--- src/rtl/buzzer_pkg.sv ---
// buzzer_pkg: FSM states, channel codes and helper functions shared by the alarm stages
package buzzer_pkg;

    typedef enum logic [1:0] {
        IDLE = 2'd0,
        ON   = 2'd1,
        OFF  = 2'd2,
        GAP  = 2'd3
    } state_e;

    localparam logic [1:0] CH_NONE = 2'd0;
    localparam logic [1:0] CH_1    = 2'd1;
    localparam logic [1:0] CH_2    = 2'd2;
    localparam logic [1:0] CH_3    = 2'd3;

    function automatic logic [1:0] winner(input logic [2:0] a);
        return a[2] ? CH_3 : a[1] ? CH_2 : a[0] ? CH_1 : CH_NONE;
    endfunction

    function automatic int max3(input int a, input int b, input int c);
        return a > b ? (a > c ? a : c) : (b > c ? b : c);
    endfunction

endpackage

--- src/rtl/tick_prescaler.sv ---
// tick_prescaler: one-cycle tick every PRESCALE enabled clk cycles; clr restarts the count
module tick_prescaler #(
    parameter int PRESCALE = 256
) (
    input  logic clk,
    input  logic rst_n,
    input  logic ena,
    input  logic clr,
    output logic tick
);

    localparam int CW = $clog2(PRESCALE + 1);

    logic [CW-1:0] cnt_q, cnt_d;

    assign tick  = ena && cnt_q == CW'(PRESCALE - 1);
    assign cnt_d = (clr || tick) ? '0 : cnt_q + 1'b1;

    always_ff @(posedge clk or negedge rst_n) begin
        if (!rst_n) begin
            cnt_q <= '0;
        end else if (ena) begin
            cnt_q <= cnt_d;
        end
    end

endmodule

--- src/rtl/buzzer_tone_gen.sv ---
// buzzer_tone_gen: alarm channel to piezo square wave with per-channel pitch and beep cadence.
// Defining BUZZER_TONE_GEN_MUTE_EN adds a mute input that silences tone_out only.
module buzzer_tone_gen #(
    parameter int PRESCALE   = 256,
    parameter int TONE_HALF1 = 8,
    parameter int TONE_HALF2 = 6,
    parameter int TONE_HALF3 = 4,
    parameter int BEEP_ON    = 32,
    parameter int BEEP_OFF   = 16,
    parameter int GAP        = 64
) (
    input  logic       clk,
    input  logic       rst_n,
    input  logic       ena,
    input  logic [2:0] alarm_in,
`ifdef BUZZER_TONE_GEN_MUTE_EN
    input  logic       mute,
`endif
    output logic       tone_out,
    output logic       beep_out,
    output logic [1:0] chan_out
);

    import buzzer_pkg::*;

    localparam int PH_W = $clog2(max3(BEEP_ON, BEEP_OFF, GAP) + 1);
    localparam int TC_W = $clog2(max3(TONE_HALF1, TONE_HALF2, TONE_HALF3) + 1);

    state_e          state_q, state_d;
    logic [1:0]      chan_q, chan_d, beeps_q, beeps_d, win;
    logic [PH_W-1:0] ph_q, ph_d;
    logic [TC_W-1:0] tc_q, tc_d, half_m1;
    logic [2:0]      chan_mask;
    logic            tone_q, tone_d, beep_q, clr, tick, start, drop;

    tick_prescaler #(.PRESCALE(PRESCALE)) u_tick (
        .clk   (clk),
        .rst_n (rst_n),
        .ena   (ena),
        .clr   (clr),
        .tick  (tick)
    );

    assign win       = winner(alarm_in);
    assign chan_mask = 3'b001 << (chan_q - 2'd1);
    assign half_m1   = chan_q == CH_3 ? TC_W'(TONE_HALF3 - 1)
                     : chan_q == CH_2 ? TC_W'(TONE_HALF2 - 1) : TC_W'(TONE_HALF1 - 1);
    assign drop      = state_q != IDLE && alarm_in == 3'b000;
    // losing our own bit counts as preemption, so any restart re-evaluates the winner
    assign start     = state_q == IDLE ? win != CH_NONE
                     : win > chan_q || (alarm_in & chan_mask) == 3'b000
                       || (state_q == buzzer_pkg::GAP && tick && ph_q == PH_W'(GAP - 1));

    always_comb begin
        state_d = state_q;
        chan_d  = chan_q;
        beeps_d = beeps_q;
        ph_d    = ph_q;
        tc_d    = tc_q;
        tone_d  = tone_q;
        clr     = 1'b0;
        if (ena) begin
            if (drop) begin
                state_d = IDLE;
                chan_d  = CH_NONE;
                beeps_d = '0;
                ph_d    = '0;
                tc_d    = '0;
                tone_d  = 1'b0;
                clr     = 1'b1;
            end else if (start) begin
                state_d = ON;
                chan_d  = win;
                beeps_d = '0;
                ph_d    = '0;
                tc_d    = '0;
                tone_d  = 1'b1;
                clr     = 1'b1;
            end else if (tick && state_q != IDLE) begin
                ph_d = ph_q + 1'b1;
                if (state_q == ON) begin
                    tc_d   = tc_q == half_m1 ? '0 : tc_q + 1'b1;
                    tone_d = tone_q ^ (tc_q == half_m1);
                    if (ph_q == PH_W'(BEEP_ON - 1)) begin
                        ph_d    = '0;
                        tc_d    = '0;
                        tone_d  = 1'b0;
                        beeps_d = beeps_q + 2'd1;
                        state_d = beeps_q + 2'd1 == chan_q ? buzzer_pkg::GAP : OFF;
                    end
                end else if (state_q == OFF && ph_q == PH_W'(BEEP_OFF - 1)) begin
                    state_d = ON;
                    ph_d    = '0;
                    tc_d    = '0;
                    tone_d  = 1'b1;
                end
            end
        end
    end

    always_ff @(posedge clk or negedge rst_n) begin
        if (!rst_n) begin
            state_q <= IDLE;
            chan_q  <= CH_NONE;
            beeps_q <= '0;
            ph_q    <= '0;
            tc_q    <= '0;
            tone_q  <= 1'b0;
            beep_q  <= 1'b0;
        end else begin
            state_q <= state_d;
            chan_q  <= chan_d;
            beeps_q <= beeps_d;
            ph_q    <= ph_d;
            tc_q    <= tc_d;
            tone_q  <= tone_d;
            beep_q  <= state_d == ON;
        end
    end

`ifdef BUZZER_TONE_GEN_MUTE_EN
    logic tone_out_q;

    always_ff @(posedge clk or negedge rst_n) begin
        if (!rst_n) begin
            tone_out_q <= 1'b0;
        end else if (ena) begin
            tone_out_q <= tone_d & ~mute;
        end
    end

    assign tone_out = tone_out_q;
`else
    assign tone_out = tone_q;
`endif

    assign beep_out = beep_q;
    assign chan_out = chan_q;

endmodule

--- config.mk ---
export PLATFORM = sky130hd
export DESIGN_NAME = buzzer_tone_gen
export DESIGN_NICKNAME = d
export VERILOG_FILES = /design/src/rtl/buzzer_pkg.sv /design/src/rtl/tick_prescaler.sv /design/src/rtl/buzzer_tone_gen.sv
export SDC_FILE = /design/constraint.sdc
export NUM_CORES = 1
export LEC_CHECK = 0
export ABC_CLOCK_PERIOD_IN_PS = 2000
export CAP_MARGIN = 20
export CORE_UTILIZATION = 44
export CTS_BUF_LIST = sky130_fd_sc_hd__clkbuf_4 sky130_fd_sc_hd__clkbuf_8
export CTS_CLUSTER_SIZE = 12
export DETAILED_ROUTE_END_ITERATION = 7
export GPL_ROUTABILITY_DRIVEN = 0
export MAX_ROUTING_LAYER = met4
export PLACE_DENSITY = 0.72
export SLEW_MARGIN = 20
export SYNTH_ARGS = -nofsm -noshare
export SYNTH_HDL_FRONTEND = slang
export SYNTH_SLANG_ARGS = --single-unit
--- constraint.sdc ---
create_clock -name clk -period 2 [get_ports clk]
set_input_delay 0.4 -clock clk [delete_from_list [all_inputs] [get_ports clk]]
set_output_delay 0.4 -clock clk [all_outputs]
set_load 0.01 [all_outputs]
Word-level counts from Yosys, hierarchy flattened:

Index checks and enable logic that the tools add are counted.

* flip-flop bits (word level): 28
* bits of input ports: 6
* output and inout bits: 4
* word-level logic and storage cells: 96

* add/subtract/negate cells: 5
* magnitude comparators: 1
* equal/unequal tests: 12
* shift-type cells: 1
* muxes and demuxes: 44
* bitwise operators: 2
* reductions and logical operators: 23

Operators with widths (count)
* 7-bit two-way mux: 6
* 2-bit two-way mux: 17
* 4-bit two-way mux: 7
* 1-bit two-way mux: 12
* 9-bit by 1-bit adder with 9-bit output (second input constant): 1
* 9-bit by 8-bit == test with 1-bit output (second input constant): 1
* 9-bit two-way mux: 1
* 3-bit nonzero test: 3
* 2-bit == test (second input constant): 4
* 7-bit by 1-bit adder with 7-bit output (second input constant): 1
* 7-bit by 4-bit == test with 1-bit output (second input constant): 1
* 7-bit by 5-bit == test with 1-bit output (second input constant): 1
* 7-bit by 6-bit == test with 1-bit output (second input constant): 1
* 1-bit logical AND: 6
* 3-bit zero test: 2
* 2-bit nonzero test: 3
* 4-bit by 1-bit adder with 4-bit output (second input constant): 1
* 2-bit by 1-bit == test with 1-bit output (second input constant): 2
* 4-bit by 3-bit == test with 1-bit output: 1
* 2-bit AND reduction: 2
* 4-bit AND reduction: 1
* 4-bit nonzero test: 1
* 3-bit bitwise AND: 1
* 1-bit logical OR: 3
* other kinds (9): 9

Longest topological paths before layout:

Gate-level depths: netlist (run 1).

* depth in word-level cells: 12
* depth in mapped cells: 10
* mapped depth without buffers: 9

Cells and area by module:

A second synthesis (run 1) with hierarchy kept.

* cells, all modules: 202
* area, all modules: 1886.8 µm²

Modules (own cells, without submodules)
* buzzer_tone_gen: instances 1, cells each 155, area an instance 1433.9 µm², sequential area each 475.5 µm²
* tick_prescaler: instances 1, cells each 47, area an instance 452.9 µm², sequential area each 225.2 µm²

Worst setup path after synthesis (run 1):

OpenSTA, ideal clock, no wires.

* path type: input port to flip-flop
* start: input alarm_in[1]
* end: register tone_q, in the netlist tone_out
* setup time: 0.095 ns
* arrival: 2.222 ns
* required time: 1.905 ns
* path slack: -0.318 ns
* stages on the path: 8
* path buffers: 1
* cells stage by stage: or2_2 > ha_1 > nor2b_1 > a2bb2oi_2 > o31ai_2 > and2_4 > buf_6 > o32ai_2

* cells in the longest elaborated chain, start to end: 8
* elaborated cells on any way between the ends: 16
* those cells by class: order compare (1); mux (5); bitwise (1); reduce/logical (9)

Ends and longest elaborated chain
* from (decl): line buzzer_tone_gen.sv:15 `input logic [2:0] alarm_in,`
* 2-bit two-way mux (2 in a row): line buzzer_pkg.sv:17 `return a[2] ? CH_3 : a[1] ? CH_2 : a[0] ? CH_1 : CH_NONE;`
* 2-bit > comparator: line buzzer_tone_gen.sv:51 `: win > chan_q || (alarm_in & chan_mask) == 3'b000`
* 1-bit logical OR: line buzzer_tone_gen.sv:51
* 1-bit logical OR: line buzzer_tone_gen.sv:52 `|| (state_q == buzzer_pkg::GAP && tick && ph_q == PH_W'(GAP - 1));`
* 1-bit two-way mux: line buzzer_tone_gen.sv:50 `assign start = state_q == IDLE ? win != CH_NONE`
* 4-bit nonzero test (no line) (tied with other cells)
* 3-bit AND reduction (no line) / 1-bit two-way mux (equally long branches)
* to (signal assigned): line buzzer_tone_gen.sv:116 `tone_q <= tone_d;`
* to (decl): line buzzer_tone_gen.sv:34 `logic tone_q, tone_d, beep_q, clr, tick, start, drop;`

Several ways; a longest one is shown, not always the timed one.
A chain may end at the register's enable or synchronous reset.

Worst setup path in the final report (run 1):

* start: register u_tick.cnt_q[1]
* end: register beep_q, in the netlist beep_out

* cells in the longest elaborated chain, start to end: 10
* elaborated cells on any way between the ends: 12
* those cells by class: eq/ne (2); mux (5); reduce/logical (5)

Ends and longest elaborated chain
* from (decl): line tick_prescaler.sv:14 `logic [CW-1:0] cnt_q, cnt_d;`
* from (signal assigned): line tick_prescaler.sv:23 `cnt_q <= cnt_d;`
* 9-bit by 8-bit == test with 1-bit output *: line tick_prescaler.sv:16 `assign tick = ena && cnt_q == CW'(PRESCALE - 1);`
* 1-bit logical AND *: line tick_prescaler.sv:16
* 1-bit logical AND (2 in a row): line buzzer_tone_gen.sv:52
* 1-bit logical OR: line buzzer_tone_gen.sv:52
* 1-bit two-way mux: line buzzer_tone_gen.sv:50
* 2-bit two-way mux *: line buzzer_tone_gen.sv:71 `end else if (start) begin`
* 2-bit two-way mux *: line buzzer_tone_gen.sv:63 `if (drop) begin`
* 2-bit two-way mux *: line buzzer_tone_gen.sv:62 `if (ena) begin`
* named net state_d[0]: line buzzer_tone_gen.sv:29 `state_e state_q, state_d;`
* 2-bit by 1-bit == test with 1-bit output *: line buzzer_tone_gen.sv:117 `beep_q <= state_d == ON;`
* to (signal assigned): line buzzer_tone_gen.sv:109 `beep_q <= 1'b0;`
* to (signal assigned): line buzzer_tone_gen.sv:117
* to (decl): line buzzer_tone_gen.sv:34

Mark *: on every way through the listed nets, which the timed path passes. The rest lies on a longest branch.

==> results of run 1 <==
-- layout by cell type, fill, tap and decap left out, types with 2 or more instances in the layout --
cell	n
buf_4	54
dfrtp_1	28
nor2_1	17
nand2_1	11
inv_1	10
nand3_1	8
buf_6	7
nand4_1	6
nor3_1	6
clkdlybuf4s50_1	6
mux2i_1	5
o31a_1	4
nand2b_1	4
xnor2_1	4
o21ai_1	4
a22o_1	4
nand3_2	3
a21oi_2	3
nor4_2	3
o31ai_4	3
xor2_1	3
ha_2	3
clkbuf_8	3
o32ai_1	2
nor2b_1	2
a21o_1	2
o21ai_0	2
nor3b_1	2
o22ai_2	2
nor4_1	2
ha_1	2
-- timing repair --
action	4_1_cts	5_1_grt
gates resized for setup	26	19
pin swaps	24	12
endpoints found under the setup margin	28	28
buffers inserted	8	9
-- sequential cells by signal, indices dropped and copies added, names as in the netlist --
signal / count
u_tick.cnt_q: 9
ph_q: 7
beeps_q: 2
tone_out: 1
tc_q: 4
chan_out: 2
beep_out: 1
state_q: 2
-- per-stage QoR --
step	total power, mW	instance area, um^2	utilization
after global routing	3.07	2640	0.695
after floorplan	1.55	1860	-
after global placement	2.00	2320	0.611
after detailed placement	2.06	2320	0.611
final	2.95	2640	0.695
after CTS	2.72	2530	0.666
-- power by group through the flow --
stage          clock, mW  combinational, mW  sequential [mW]
2_1_floorplan          0              0.792            0.761
3_3_place_gp           0               1.27            0.732
3_5_place_dp           0               1.32            0.739
4_1_cts            0.460               1.54            0.729
5_1_grt            0.486               1.85            0.742
6_report           0.458               1.76            0.733
-- worst max-delay path by stage --
stage,to,depth (start not counted)
global route,u_tick.cnt_q[7],11
detailed placement,ph_q[1],8
finish,beep_out,10
CTS,ph_q[2],10
global placement,ph_q[1],8
floorplan,ph_q[1],9
-- worst max-delay path, delay by kind of cell (launching register included) --
kind / cells / cell delay (ps)
AOI/OAI and AO/OA: 3 / 760
adders and majority gates: 2 / 390
buffers and inverters: 1 / 190
DFF: 1 / 380
and+or+nand+nor: 4 / 540
-- layer usage --
| metal | vias up | global-route usage |
|---|---|---|
| met5 | - | - |
| met4 | 0 | 0.114 |
| met3 | 12 | 0.0379 |
| met2 | 35 | 0.411 |
| met1 | 881 | 0.289 |
| li1 | 832 | - |
-- cells by family (layout without fill, tap and decap cells) --
logic type | after synthesis | in the layout | share of synthesized area
DFF | 28 | 28 | 0.388
AOI/OAI and AO/OA | 45 | 45 | 0.226
buffers and inverters | 15 | 85 | 0.0416
adders and majority gates | 6 | 6 | 0.0416
and+or+nand+nor | 78 | 78 | 0.233
muxes | 6 | 6 | 0.0360
xor gates and xnor gates | 7 | 7 | 0.0339
-- final cells by class --
| class | instances | area (um^2) | area share |
|---|---|---|---|
| clock inverters | 1 | 30.0 | 0.0114 |
| clock buffers | 3 | 41.3 | 0.0156 |
| inverters | 11 | 41.3 | 0.0156 |
| flip-flops and latches | 28 | 701 | 0.265 |
| multi-input cells | 142 | 1200 | 0.454 |
| repair buffers | 70 | 569 | 0.216 |
| well taps | 48 | 60.1 | 0.0227 |
-- cells in the mapped netlist (5+ instances only) --
master	number	area share
inv_1	11	0.023
nand4_1	6	0.021
o21ai_0	7	0.019
nor3_1	7	0.019
nand3_1	11	0.030
mux2i_1	5	0.028
nand2_1	12	0.025
ha_1	6	0.042
dfrtp_1	28	0.39
nor2_1	19	0.039
==> out/metrics.csv, run 1 <==
stage;metric;value;unit
setup_path;WP data required;2210;ps
setup_path;CP startpoint;u_tick.cnt_q[1];
logic_synthesis;YS warnings;0;
job;maxcap violations;0;
finish;Non-Filler Instances;303;
clock_network;Num CTS Buffers;3;
place;dpl ws;-701;ps
timing;minimum clock period;2350;ps
floorplan;Starting Density;0.476;
drt;Post-route DRC;0;
drt;WL final;5360;um
power;Psw;1.13;mW
logic_synthesis;Syn Nets;197;
logic_synthesis;mapped cell area;1810;um^2
drt;met3 WL;151;um
floorplan;Die Area;4370;um^2
floorplan;Die W;66.1;um
drt;Met1 Routed Length;2270;um
setup_path;Crit path largest cell delay;380;ps
setup_path;CP endpoint kind;register;
clock_network;CTS H-tree depth;1;
floorplan;row count;22;
timing;Hold Vio Cnt, Final;0;
setup_path;FF-to-FF setup slack;-350;ps
worst_hold_path;Min-Delay Path Class;in -> async;
timing;setup ws final;-349;ps
clock_network;CTS tree;yes;
power;pwr/cell area;1120;nW/um^2
setup_path;Worst Path Class, Setup;reg -> reg;
setup_path;crit path cell chain;ha_2 > nand3_2 > nor2_2 > ha_2 > nand4_1 > o41ai_4 > buf_4 > o31ai_4 > a221oi_2 > nor2b_1;
drt;vias per cell;5.81;
global_routing;first-pass GRT wire length;7940;um
logic_synthesis;Mapped Cells;185;
drt;drt first pass iters;4;
floorplan;Die H;66.1;um
clock_network;CTS Sinks;28;
finish;Antenna Diode Count;0;
clock_network;CTS hold repair buffers;0;
timing;fmax;426;MHz
drt;met2 WL post-DR;2800;um
power;P_leak;1.15;nW
finish;layout cells sized above 1;0.427;
power;Sw Share;0.385;
place;Detailed Place HPWL;3280;um
floorplan;core area;3800;um^2
finish;FILL cells;256;
logic_synthesis;Top FF cell, synth;dfrtp_1;
global_routing;GRT overflow;0;
status;failing checks;negative setup slack;
setup_path;CP most frequent cell;ha_2;
clock_network;Worst-path clk slew;100;ps
setup_path;RR Startpoint;u_tick.cnt_q[1];
clock_network;Clock Latency Late Sink;280;ps
global_routing;initial antenna violation count;0;
finish;area delta synth->final;46.2;%
logic_synthesis;synthesized area per cell;9.77;um^2
drt;Final ANT Viol Nets;0;
setup_path;Critical Path Slowest Stage Cell;dfrtp_1;
timing;Fin Setup TNS;-6820;ps
timing;Final Max Tran Viols;0;
setup_path;FF-to-FF path depth;10;
timing;Hold Slack;500;ps
drt;DRT iter0 DRCs;70;
logic_synthesis;number of enable flip-flop cells after synthesis;0;
global_routing;largest net degree at the start of global routing;29;
setup_path;R2R Path End;beep_out;
timing;slew margin rel.;0.720;
clock_network;clock root buffer;clkbuf_8;
place;placed cell count;284;
finish;Nets;268;
status;outcome;finished, violations left;
logic_synthesis;ys async rst share;1.00;
drt;via count;1760;
power;Worst VDD drop;0.735;mV
setup_path;Data arrival, critical path;2560;ps
place;I/O Buffers;9;
power;clock share of power;0.155;
drt;drt wl/cell;17.7;um
timing;# setup viols final;28;
timing;RSZ-0062 raised after global routing;true;
global_routing;vias in the first global route;1754;
clock_network;Max Buffers Root-to-Sink;2;
floorplan;# IOs;10;
power;Pint;1.81;mW
logic_synthesis;post-synthesis sequential area ratio;0.388;
setup_path;worst-path fanout max;5;
power;sequential share of power;0.249;
setup_path;startpoint types;register;
logic_synthesis;register bit count reported by yosys;28;
power;combinational share of power;0.596;
global_routing;total track usage;0.245;
timing;Slew @ Worst Pin;419;ps
timing;Max Clock Skew;4.59;ps
timing;period utilization;1.17;
drt;uppermost routed layer;met4;
logic_synthesis;post-synthesis cell type count;51;
(Power assumes the default switching activity.)
==> run 2, diff against run 1 <==
--- a/config.mk
+++ b/config.mk
@@ -6,14 +6,14 @@
 export NUM_CORES = 1
 export LEC_CHECK = 0
 export ABC_CLOCK_PERIOD_IN_PS = 2000
-export CAP_MARGIN = 20
+export CAP_MARGIN = 10
 export CORE_UTILIZATION = 44
 export CTS_BUF_LIST = sky130_fd_sc_hd__clkbuf_4 sky130_fd_sc_hd__clkbuf_8
 export CTS_CLUSTER_SIZE = 12
 export DETAILED_ROUTE_END_ITERATION = 7
 export GPL_ROUTABILITY_DRIVEN = 0
 export MAX_ROUTING_LAYER = met4
-export PLACE_DENSITY = 0.72
+export PLACE_DENSITY_LB_ADDON = 0.05
 export SLEW_MARGIN = 20
 export SYNTH_ARGS = -nofsm -noshare
 export SYNTH_HDL_FRONTEND = slang
==> out/metrics.csv, run 2 (same netlist as run 1, synthesis figures left out) <==
stage;metric;value;unit
status;outcome;finished, violations left;
status;failing checks;negative setup slack;
global_routing;largest net degree at the start of global routing;29;
finish;fin util;0.690;
timing;period utilization;1.19;
setup_path;startpoint types;register;
finish;top flop regs;u_tick.cnt_q x9, ph_q x7, tc_q x4;
floorplan;Die H;66.1;um
setup_path;FF-to-FF setup slack;-390;ps
finish;commonest non-fill, non-tap cell in the layout;buf_4;
finish;Biggest register;u_tick.cnt_q;
setup_path;FF-to-FF path depth;11;
setup_path;Critical Path Slowest Stage Cell;o41ai_4;
timing;Slew @ Worst Pin;540;ps
drt;via count;1714;
timing;setup ws final;-388;ps
setup_path;WP data required;2180;ps
timing;Final Max Tran Viols;0;
global_routing;total track usage;0.260;
clock_network;Clock Latency Late Sink;290;ps
clock_network;clock root buffer;clkbuf_8;
power;total power draw;2.91;mW
clock_network;CTS tree;yes;
floorplan;Die Area;4370;um^2
timing;Max Clock Skew;13.4;ps
global_routing;GRT overflow;0;
clock_network;Num CTS Buffers;3;
timing;slew margin rel.;0.639;
drt;WL final;4980;um
setup_path;crit path capture;ph_q[5];
timing;RSZ-0062 raised after global routing;true;
timing;minimum clock period;2390;ps
setup_path;CP startpoint;u_tick.cnt_q[0];
global_routing;vias in the first global route;1746;
setup_path;RR Startpoint;u_tick.cnt_q[0];
timing;Hold Vio Cnt, Final;0;
job;maxcap violations;0;
finish;Nets;264;
timing;fmax;419;MHz
finish;area delta synth->final;45.0;%
drt;uppermost routed layer;met4;
drt;Final ANT Viol Nets;0;
power;P_leak;1.13;nW
clock_network;Max Buffers Root-to-Sink;2;
drt;vias per cell;5.73;
clock_network;Worst-path clk slew;110;ps
setup_path;Worst Path Class, Setup;reg -> reg;
drt;Met1 Routed Length;2290;um
drt;met2 WL post-DR;2450;um
drt;drt first pass iters;4;
floorplan;Die W;66.1;um
floorplan;core area;3800;um^2
finish;layout cells sized above 1;0.406;
clock_network;CTS H-tree depth;1;
setup_path;R2R Path End;ph_q[5];
clock_network;CTS Sinks;28;
setup_path;crit path cell chain;ha_2 > nand3_2 > nor2_2 > ha_2 > nand4_1 > o41ai_4 > buf_4 > buf_4 > nor3_4 > a31o_1 > a22o_1;
place;I/O Buffers;9;
setup_path;Crit path largest cell delay;400;ps
setup_path;Data arrival, critical path;2570;ps
finish;commonest non-fill, non-tap cells in the layout;buf_4, dfrtp_1, nor2_1;
finish;Antenna Diode Count;0;
setup_path;CP endpoint kind;register;
clock_network;CTS hold repair buffers;0;
global_routing;first-pass GRT wire length;8350;um
floorplan;# IOs;10;
global_routing;initial antenna violation count;0;
setup_path;worst-path fanout max;3;
floorplan;row count;22;
drt;drt wl/cell;16.6;um
power;pwr/cell area;1110;nW/um^2
floorplan;Starting Density;0.476;
finish;number of flip-flops in the largest register;9;
drt;met3 WL;166;um
place;Detailed Place HPWL;3510;um
drt;DRT iter0 DRCs;70;
worst_hold_path;Min-Delay Path Class;in -> async;
timing;# setup viols final;28;
power;Worst VDD drop;0.474;mV
drt;Post-route DRC;0;
[run 2: metrics by stage]
stage               cell area (um^2)  instances  hold slack (ps)  TNS, ps  worst slack, ps
floorplan                       1860        185              104     -638             -105
global placement                2330        285              494   -13840             -614
detailed placement              2330        285              516   -15080             -676
CTS                             2530        294              504    -3630             -232
global route                    2620        299              534    -9560             -444
finish                          2620        299              483    -7620             -388
[run 2: worst min-delay path by stage]
stage / end / slack (ps) / depth (start not counted)
floorplan: beep_out / 100 / 0
CTS: tc_q[3] / 500 / 2
finish: chan_out[1] / 480 / 2
global placement: ph_q[1] / 490 / 1
detailed placement: ph_q[0] / 520 / 1
global route: tc_q[2] / 530 / 2
[run 2: area by class of cell]
class / instances / area, um^2
Clock inverter: 1 / 30.0
Inverter: 11 / 41.3
Sequential cell: 28 / 701
Tap cell: 48 / 60.1
Fill cell: 290 / 1180
Clock buffer: 3 / 41.3
Multi-Input combinational cell: 142 / 1210
Timing Repair Buffer: 66 / 539
[run 2: timing repair]
| item | CTS | global route |
|---|---|---|
| pin swaps | 24 | 9 |
| setup buffers | 7 | 6 |
| setup endpoints to repair | 28 | 28 |
| endpoints found under the hold margin | 0 | 0 |
| gates cloned | 0 | 0 |
| gates resized for setup | 24 | 12 |
[run 2: metal layers]
metal / up-vias / track usage
li1: 823 / -
met1: 839 / 0.341
met2: 44 / 0.435
met3: 8 / 0.0207
met4: 0 / 0.0665
met5: - / -
[run 2: power by group]
part           switching, mW  internal [mW]
Clock                  0.195          0.269
Combinational          0.832          0.881
Sequential            0.0827          0.653
[run 2: worst max-delay path: cells and delay by family (launching register included)]
| family | cells | cell delay (ps) |
|---|---|---|
| buf+inv | 2 | 320 |
| simple gates | 4 | 420 |
| flops | 1 | 370 |
| fa+ha+maj | 2 | 390 |
| compound gates | 3 | 790 |
==> run 3, diff against run 2 <==
--- a/config.mk
+++ b/config.mk
@@ -5,7 +5,7 @@
 export SDC_FILE = /design/constraint.sdc
 export NUM_CORES = 1
 export LEC_CHECK = 0
-export ABC_CLOCK_PERIOD_IN_PS = 2000
+export ABC_CLOCK_PERIOD_IN_PS = 3050
 export CAP_MARGIN = 10
 export CORE_UTILIZATION = 44
 export CTS_BUF_LIST = sky130_fd_sc_hd__clkbuf_4 sky130_fd_sc_hd__clkbuf_8
==> constraint.sdc (replaced) <==
create_clock -name clk -period 3.05 [get_ports clk]
set_input_delay 0.61 -clock clk [delete_from_list [all_inputs] [get_ports clk]]
set_output_delay 0.61 -clock clk [all_outputs]
set_load 0.01 [all_outputs]
==> out/metrics.csv, run 3 (same netlist as run 1, synthesis figures left out) <==
stage;metric;value;unit
finish;Antenna Diode Count;0;
floorplan;Starting Density;0.476;
timing;slew margin rel.;0.654;
finish;commonest non-fill, non-tap cell in the layout;dfrtp_1;
timing;RSZ-0062 raised after global routing;false;
floorplan;# IOs;10;
timing;# setup viols final;0;
setup_path;Worst Path Class, Setup;in -> reg;
job;maxcap violations;0;
clock_network;CTS tree;yes;
finish;number of flip-flops in the largest register;9;
finish;Multi-input gate area;1030;um^2
global_routing;total track usage;0.219;
power;Worst VDD drop;0.265;mV
drt;vias per cell;6.08;
finish;area delta synth->final;13.6;%
floorplan;row count;22;
power;combinational share of power;0.499;
drt;WL final;4090;um
clock_network;Num CTS Buffers;3;
worst_hold_path;Min-Delay Path Class;reg -> reg;
setup_path;startpoint types;primary input;
power;Sw Share;0.396;
power;sequential share of power;0.358;
place;I/O Buffers;9;
clock_network;post-CTS sizing;0;
drt;drt wl/cell;16.3;um
setup_path;worst-path fanout max;9;
floorplan;Die W;66.1;um
finish;FILL cells;351;
finish;commonest non-fill, non-tap cells in the layout;dfrtp_1, nor2_1, nand2_1;
global_routing;largest net degree at the start of global routing;29;
timing;Slew @ Worst Pin;514;ps
power;pwr/cell area;690;nW/um^2
status;outcome;complete, no violations;
finish;final instance area;2050;um^2
clock_network;Max Buffers Root-to-Sink;2;
global_routing;GRT overflow;0;
clock_network;CTS H-tree depth;1;
finish;Nets;217;
clock_network;postcts setup bufs;0;
setup_path;Data arrival, critical path;2890;ps
clock_network;Worst-path clk slew;90;ps
clock_network;CTS hold repair buffers;0;
timing;fmax;366;MHz
finish;top flop regs;u_tick.cnt_q x9, ph_q x7, tc_q x4;
setup_path;WP data required;3210;ps
floorplan;Die Area;4370;um^2
timing;Final Max Tran Viols;0;
finish;layout cells sized above 1;0.143;
drt;via count;1525;
place;Detailed Place HPWL;2980;um
global_routing;vias in the first global route;1543;
clock_network;Clock Latency Late Sink;280;ps
timing;Fin Setup TNS;0;ps
setup_path;CP endpoint kind;register;
clock_network;CTS Sinks;28;
floorplan;core area;3800;um^2
timing;Hold Vio Cnt, Final;0;
finish;Register Area;701;um^2
drt;drt first pass iters;4;
drt;Post-route DRC;0;
power;Pint;0.854;mW
power;Psw;0.561;mW
global_routing;initial antenna violation count;0;
drt;DRT iter0 DRCs;104;
finish;Biggest register;u_tick.cnt_q;
floorplan;Die H;66.1;um
place;dpl cell area;2010;um^2
power;P_leak;0.854;nW
clock_network;clock root buffer;clkbuf_8;
timing;minimum clock period;2730;ps
timing;Hold Slack;524;ps
drt;Final ANT Viol Nets;0;
global_routing;first-pass GRT wire length;7100;um
power;clock share of power;0.143;
timing;period utilization;0.896;
timing;Max Clock Skew;5.22;ps
[run 3: cell count changes in the layout (fill, tap and decap cells not counted), moves of 4 or more]
cell	delta
buf_4	-44
ha_1	+4
nand3_1	+5
nand3_2	-5
o21ai_0	+5
[run 3: metrics by stage]
stage	std cells	power (mW)	util	worst slack [ps]
CTS	251	1.42	0.540	307
finish	251	1.42	0.540	318
detailed placement	248	1.22	0.529	34.8
global placement	248	1.19	0.529	116
floorplan	185	0.952	-	522
global route	251	1.51	0.540	213
[run 3: area by class of cell]
class / instances / share of cell area
inverter: 11 / 0.0201
multi-input combinational: 142 / 0.502
timing repair buffer: 19 / 0.0866
clock buffer: 3 / 0.0201
sequential: 28 / 0.341
tap: 48 / 0.0293
[run 3: layer usage]
layer,wire length [um],track usage
met5,0,-
met4,40,0.0559
met3,110,0.0259
met2,2020,0.376
met1,1920,0.273
[run 3: worst paths after layout]
check | depth (start not counted) | slack [ps] | startpoint | end
min in group asynchronous | 2 | 710 | rst_n | tc_q[3]
max reg2reg | 10 | 550 | u_tick.cnt_q[0] | ph_q[1]
max in group asynchronous | 2 | 2060 | rst_n | ph_q[4]
min | 1 | 520 | u_tick.cnt_q[0] | u_tick.cnt_q[0]
min reg2reg | 1 | 520 | u_tick.cnt_q[0] | u_tick.cnt_q[0]
max | 9 | 320 | alarm_in[1] | beep_out
[run 3: critical path, stage by stage]
cell and delay (ps):
clkdlybuf4s50_1 420, or2_2 340, ha_1 300, nor2b_1 140
a2bb2oi_2 140, buf_12 140, o31a_1 330, o32ai_1 360
nor2b_1 90
[run 3: power by group through the flow]
stage	clock network [mW]	registers, mW	logic (mW)
5_1_grt	0.219	0.517	0.774
3_3_place_gp	0	0.508	0.686
2_1_floorplan	0	0.499	0.453
4_1_cts	0.207	0.506	0.706
6_report	0.202	0.507	0.707
3_5_place_dp	0	0.514	0.702
==> RTL edit 1: new RTL, flow settings as in run 2 <==
Add a define of `BUZZER_TONE_GEN_MUTE_EN`.
--- a/src/rtl/buzzer_tone_gen.sv
+++ b/src/rtl/buzzer_tone_gen.sv
@@ -2,2 +2,4 @@
 // Defining BUZZER_TONE_GEN_MUTE_EN adds a mute input that silences tone_out only.
+`define BUZZER_TONE_GEN_MUTE_EN
+
 module buzzer_tone_gen #(
Interface: changed (added mute); port bits go from 10 to 11. The function was not compared with the original's and may differ.
==> RTL edit 1 against run 2 <==
The run still ends with setup timing left. Count of clock-buffer cells in the layout increased by 4. Sequential share of layout area increased by 0.89 points. Power decreased by 23%. Non-clock buffer count unchanged. Wire length decreased by 2.7%. Synthesized area decreased by 4.2%. Global-route usage decreased by 0.96 points. Worst setup slack got worse by 0.21 ns. Clock power increased by 6.5%. Fmax decreased by 8.1%. Design area increased by 0.24%. Sequential cell count increased by 1. Die area decreased by 4.0%. Critical path type is now in2reg.
==> RTL edit 1: results (changes against run 2) <==
----------------------------------------------------
[Clock tree]
  Number of CTS-inserted buffers ... 5 (+2)
  H-tree levels ... 2 (+1)

[Finish]
  Proportion of cell area spent on the clock network ... 0.03430 (+0.007081)
  Post-route cell area ... 0.002626 mm² (+0.24%)
  Sequential Area ... 725.7 µm² (+3.6%)
  Count of multi-input combinational gates ... 147 (+3.5%)
  Count of filler cells inserted in the layout ... 291 (+0.34%)
  Number of flip-flops and latches ... 29 (+3.6%)
  Layout cells sized above 1 ... 0.4346 (+0.02824)

[Outcome]
  Failing checks ... setup timing
  Outcome ... complete, but fails checks

[Timing]
  Transition at the pin with the smallest max-transition slack ... 0.3897 ns (-0.1505 ns)
  Setup-failing EPs final ... 29 (+3.6%)
  Smallest hold slack ... 0.5064 ns (+0.02291 ns)
  Minimum setup slack in the final design ... -0.5981 ns (-0.2105 ns)

[Worst setup path]
  Worst reg2reg path endpoint ... tc_q[3]
  Library cell contributing the largest single delay on the critical path ... sky130_fd_sc_hd__or4_4
  Highest fanout seen on the critical path ... 2 (-1)
  Critical Path AT ... 2.82 ns (+0.25 ns)

[Placement]
  Minimum setup slack after placement ... -1.174 ns (-0.4986 ns)

[Pwr]
  Leakage power summed over all cells ... 1.171 nW (+3.6%)
  Largest vdd supply drop ... 0.4951 mV (+4.5%)

[GRT]
  Via count of the first global-routing pass ... 1709 (-2.1%)
  GRT Util Overall ... 0.2505 (-0.009571)

[Synth]
  Number of unique standard cell types used by synthesis ... 46 (-9.8%)
  Sequential cell area fraction in the yosys report ... 0.4191 (+0.03126)

----------------------------------------------------
-- RTL edit 1: worst max path at each step --
stage / to / slack, ns / from
floorplan: tc_q[3] / -0.64 / alarm_in[1]
global placement: tc_q[3] / -1.12 / alarm_in[1]
detailed placement: tc_q[3] / -1.17 / alarm_in[1]
CTS: tc_q[3] / -0.65 / alarm_in[2]
global route: tc_q[3] / -0.65 / u_tick.cnt_q[0]
finish: tc_q[3] / -0.60 / alarm_in[2]
-- RTL edit 1: repair_timing --
item | 4_1_cts | 5_1_grt
endpoints found under the hold margin | 0 | 0
pin swaps | 20 | 13
resized for setup | 47 | 24
endpoints found under the setup margin | 29 | 29
setup buffers | 10 | 2
-- RTL edit 1: logic make-up (layout without fill, tap and decap cells) --
family | after synthesis | count (layout) | synth area share
compound gates | 51 | 51 | 0.1929
xor+xnor | 6 | 6 | 0.03035
fa+ha+maj | 6 | 6 | 0.04335
buf+inv | 16 | 84 | 0.03901
flops | 29 | 29 | 0.4191
mux | 2 | 2 | 0.01228
simple gates | 82 | 82 | 0.2630
-- RTL edit 1: worst max-delay path, delay by kind of cell --
| kind | cells | cell delay, ns |
|---|---|---|
| simple gates | 6 | 1.95 |
| fa+ha+maj | 1 | 0.24 |
| buf+inv | 1 | 0.09 |
| compound gates | 1 | 0.13 |
-- RTL edit 1: metal layers --
metal  wire length, µm  track usage
met3               182      0.05282
met5                 0            -
met2              2301       0.3841
met4               153       0.1194
met1              2208       0.3137
-- RTL edit 1: power by group --
| part | total (W) | internal, W | switching, W | leakage, nW |
|---|---|---|---|---|
| Combinational | 0.00104 | 0.000555 | 0.000482 | 0.739 |
| Clock | 0.000493 | 0.000286 | 0.000208 | 0.0477 |
| Sequential | 0.000711 | 0.000649 | 0.0000613 | 0.384 |
==> RTL edit 2: new RTL, flow settings as in run 2 <==
Without the edit above. Register the input `alarm_in` before use, without a reset. The logic sees it one clock later. The other inputs are not delayed to match.
--- a/src/rtl/buzzer_tone_gen.sv
+++ b/src/rtl/buzzer_tone_gen.sv
@@ -28,2 +28,8 @@
 
+    logic [2:0] alarm_q;
+
+    always_ff @(posedge clk) begin
+        alarm_q <= alarm_in;
+    end
+
     state_e          state_q, state_d;
@@ -43,3 +49,3 @@
 
-    assign win       = winner(alarm_in);
+    assign win       = winner(alarm_q);
     assign chan_mask = 3'b001 << (chan_q - 2'd1);
@@ -47,6 +53,6 @@
                      : chan_q == CH_2 ? TC_W'(TONE_HALF2 - 1) : TC_W'(TONE_HALF1 - 1);
-    assign drop      = state_q != IDLE && alarm_in == 3'b000;
+    assign drop      = state_q != IDLE && alarm_q == 3'b000;
     // losing our own bit counts as preemption, so any restart re-evaluates the winner
     assign start     = state_q == IDLE ? win != CH_NONE
-                     : win > chan_q || (alarm_in & chan_mask) == 3'b000
+                     : win > chan_q || (alarm_q & chan_mask) == 3'b000
                        || (state_q == buzzer_pkg::GAP && tick && ph_q == PH_W'(GAP - 1));
Check against the original RTL: not equivalent (Yosys sat finds a counterexample within 4 cycles, from zero or initial values and one cycle with rst_n low).
==> RTL edit 2 against run 2 <==
The run still ends with setup timing left. Synthesized area increased by 5.1%. Non-clock buffer count increased by 13. Count of clock-buffer cells in the layout increased by 4. Worst setup slack improved by 0.023 ns. Design area increased by 12%. Wire length increased by 10%. Sequential cell count increased by 3. Synthesized cell count increased by 6.5%. Worst hold slack improved by 0.016 ns. Power decreased by 0.79%. Clock skew decreased by 0.0089 ns. Combinational power decreased by 6%.
==> RTL edit 2: results (changes against run 2) <==
----------------------------------------------------
[GRT]
  Grt met2 use ... 0.4641 (+0.02916)
  Global-route wire length before repair ... 8.756 mm (+4.9%)
  GRT Util Overall ... 0.2677 (+0.007635)
  M1 GR Usage ... 0.3043 (-0.03659)

[Placement]
  Minimum setup slack after placement ... -0.3739 ns (+0.3018 ns)
  Number of instances in the placed design ... 302 (+6.0%)
  Cell area reported after detailed placement ... 0.002464 mm² (+5.9%)

[Pwr]
  Clk network pwr share ... 0.180 (+0.021)
  Leakage power summed over all cells ... 1.277 nW (+13%)
  Share of total power in combinational logic ... 0.554 (-0.034)
  Largest vdd supply drop ... 0.6826 mV (+44%)
  Int Power ... 0.001846 W (+2.4%)

[Worst setup path]
  Worst path max stage delay ... 0.52 ns (+0.12 ns)
  Highest fanout seen on the critical path ... 5 (+2)
  Start point of the critical path ... u_tick.cnt_q[1]
  Library cell contributing the largest single delay on the critical path ... sky130_fd_sc_hd__o41a_1
  Critical Path AT ... 2.59 ns (+0.02 ns)

[Finish]
  Total Nets Final ... 288 (+9.1%)

[Outcome]
  Failing checks ... setup timing
  Outcome ... complete, but fails checks

[Routing]
  Routed length on met2 ... 2.930 mm (+20%)
  WL met3 ... 181 µm (+9.0%)
  Via-to-Cell Ratio ... 5.749 (+0.29%)
  Total wirelength of the detailed-routed design ... 5.483 mm (+10%)

[Synth]
  Xor/xnor cell area share of the yosys netlist ... 0.03228 (-0.001654)
  Sequential cell area fraction in the yosys report ... 0.4005 (+0.01272)
  Most numerous cell types in the synthesized netlist ... 28 x sky130_fd_sc_hd__dfrtp_1, 18 x sky130_fd_sc_hd__nor2_1, 16 x sky130_fd_sc_hd__nand2_1, 9 x sky130_fd_sc_hd__inv_1, 8 x sky130_fd_sc_hd__nor3_1
  Arithmetic-cell share of the synthesized area counting full adders, half adders and majority gates ... 0.03953 (-0.002026)
  Number of unique standard cell types used by synthesis ... 66 (+29%)
  Post-synthesis async set-or-reset flop share ... 0.9032 (-0.09677)
  Largest cells by area after synthesis ... sky130_fd_sc_hd__dfrtp_1 37%, sky130_fd_sc_hd__ha_1 4.0%, sky130_fd_sc_hd__nor2_1 3.6%, sky130_fd_sc_hd__dfxtp_1 3.2%, sky130_fd_sc_hd__nand2_1 3.2%

[Clock tree]
  Setup bufs post-CTS ... 12 (+5)
  Number of resized instances in the post-cts repair step ... 41 (+71%)

[Timing]
  Minimum setup slack in the final design ... -0.3643 ns (+0.02335 ns)
  Setup-failing EPs final ... 28 (unchanged)
  Setup tns final ... -7.392 ns (+0.2295 ns)
  Transition at the pin with the smallest max-transition slack ... 0.4467 ns (-0.09360 ns)

[Die]
  Initial Utilization ... 0.4648 (-0.01084)

----------------------------------------------------
==> RTL edit 2: cell count changes after synthesis, moves of 4 or more <==
cell	change
sky130_fd_sc_hd__nand3_1	-4
sky130_fd_sc_hd__nand2b_1	-4
sky130_fd_sc_hd__nand2_1	+4
sky130_fd_sc_hd__mux2i_1	-4
==> RTL edit 2: worst paths after layout <==
path,endpoint,cells after the start,slack (ns)
setup / recovery,ph_q[4],11,-0.36
max in group asynchronous,chan_out[1],2,1.21
min in group clk,tone_out,1,0.54
setup reg to reg,ph_q[4],11,-0.36
hold / removal,tc_q[2],2,0.50
hold reg to reg,tone_out,1,0.54
==> RTL edit 2: layout make-up <==
class / count / area (µm²) / area share
clock inverters: 1 / 5.005 / 0.001701
repair buffers: 79 / 653.1 / 0.2220
clock buffers: 7 / 90.09 / 0.03063
multi-input cells: 150 / 1333 / 0.4530
flip-flops and latches: 31 / 764.5 / 0.2599
inverters: 9 / 33.78 / 0.01148
well taps: 50 / 62.56 / 0.02127
==> RTL edit 2: logic make-up (layout without fill, tap and decap cells) <==
logic type               count (synthesis)  count (layout)
XOR/XNOR                                 7               7
AND/OR/NAND/NOR                         86              86
flip-flops                              31              31
adder cells (fa/ha/maj)                  6               6
multiplexers                             4               4
buffers and inverters                   16              96
AO/OA/AOI/OAI                           47              47
==> RTL edit 2: per-stage QoR <==
| step | util | total power, W |
|---|---|---|
| 2_1_floorplan | - | 0.001468 |
| 3_3_place_gp | 0.6029 | 0.001924 |
| 3_5_place_dp | 0.6029 | 0.001969 |
| 4_1_cts | 0.6904 | 0.002784 |
| 5_1_grt | 0.7198 | 0.003065 |
| 6_report | 0.7198 | 0.002889 |
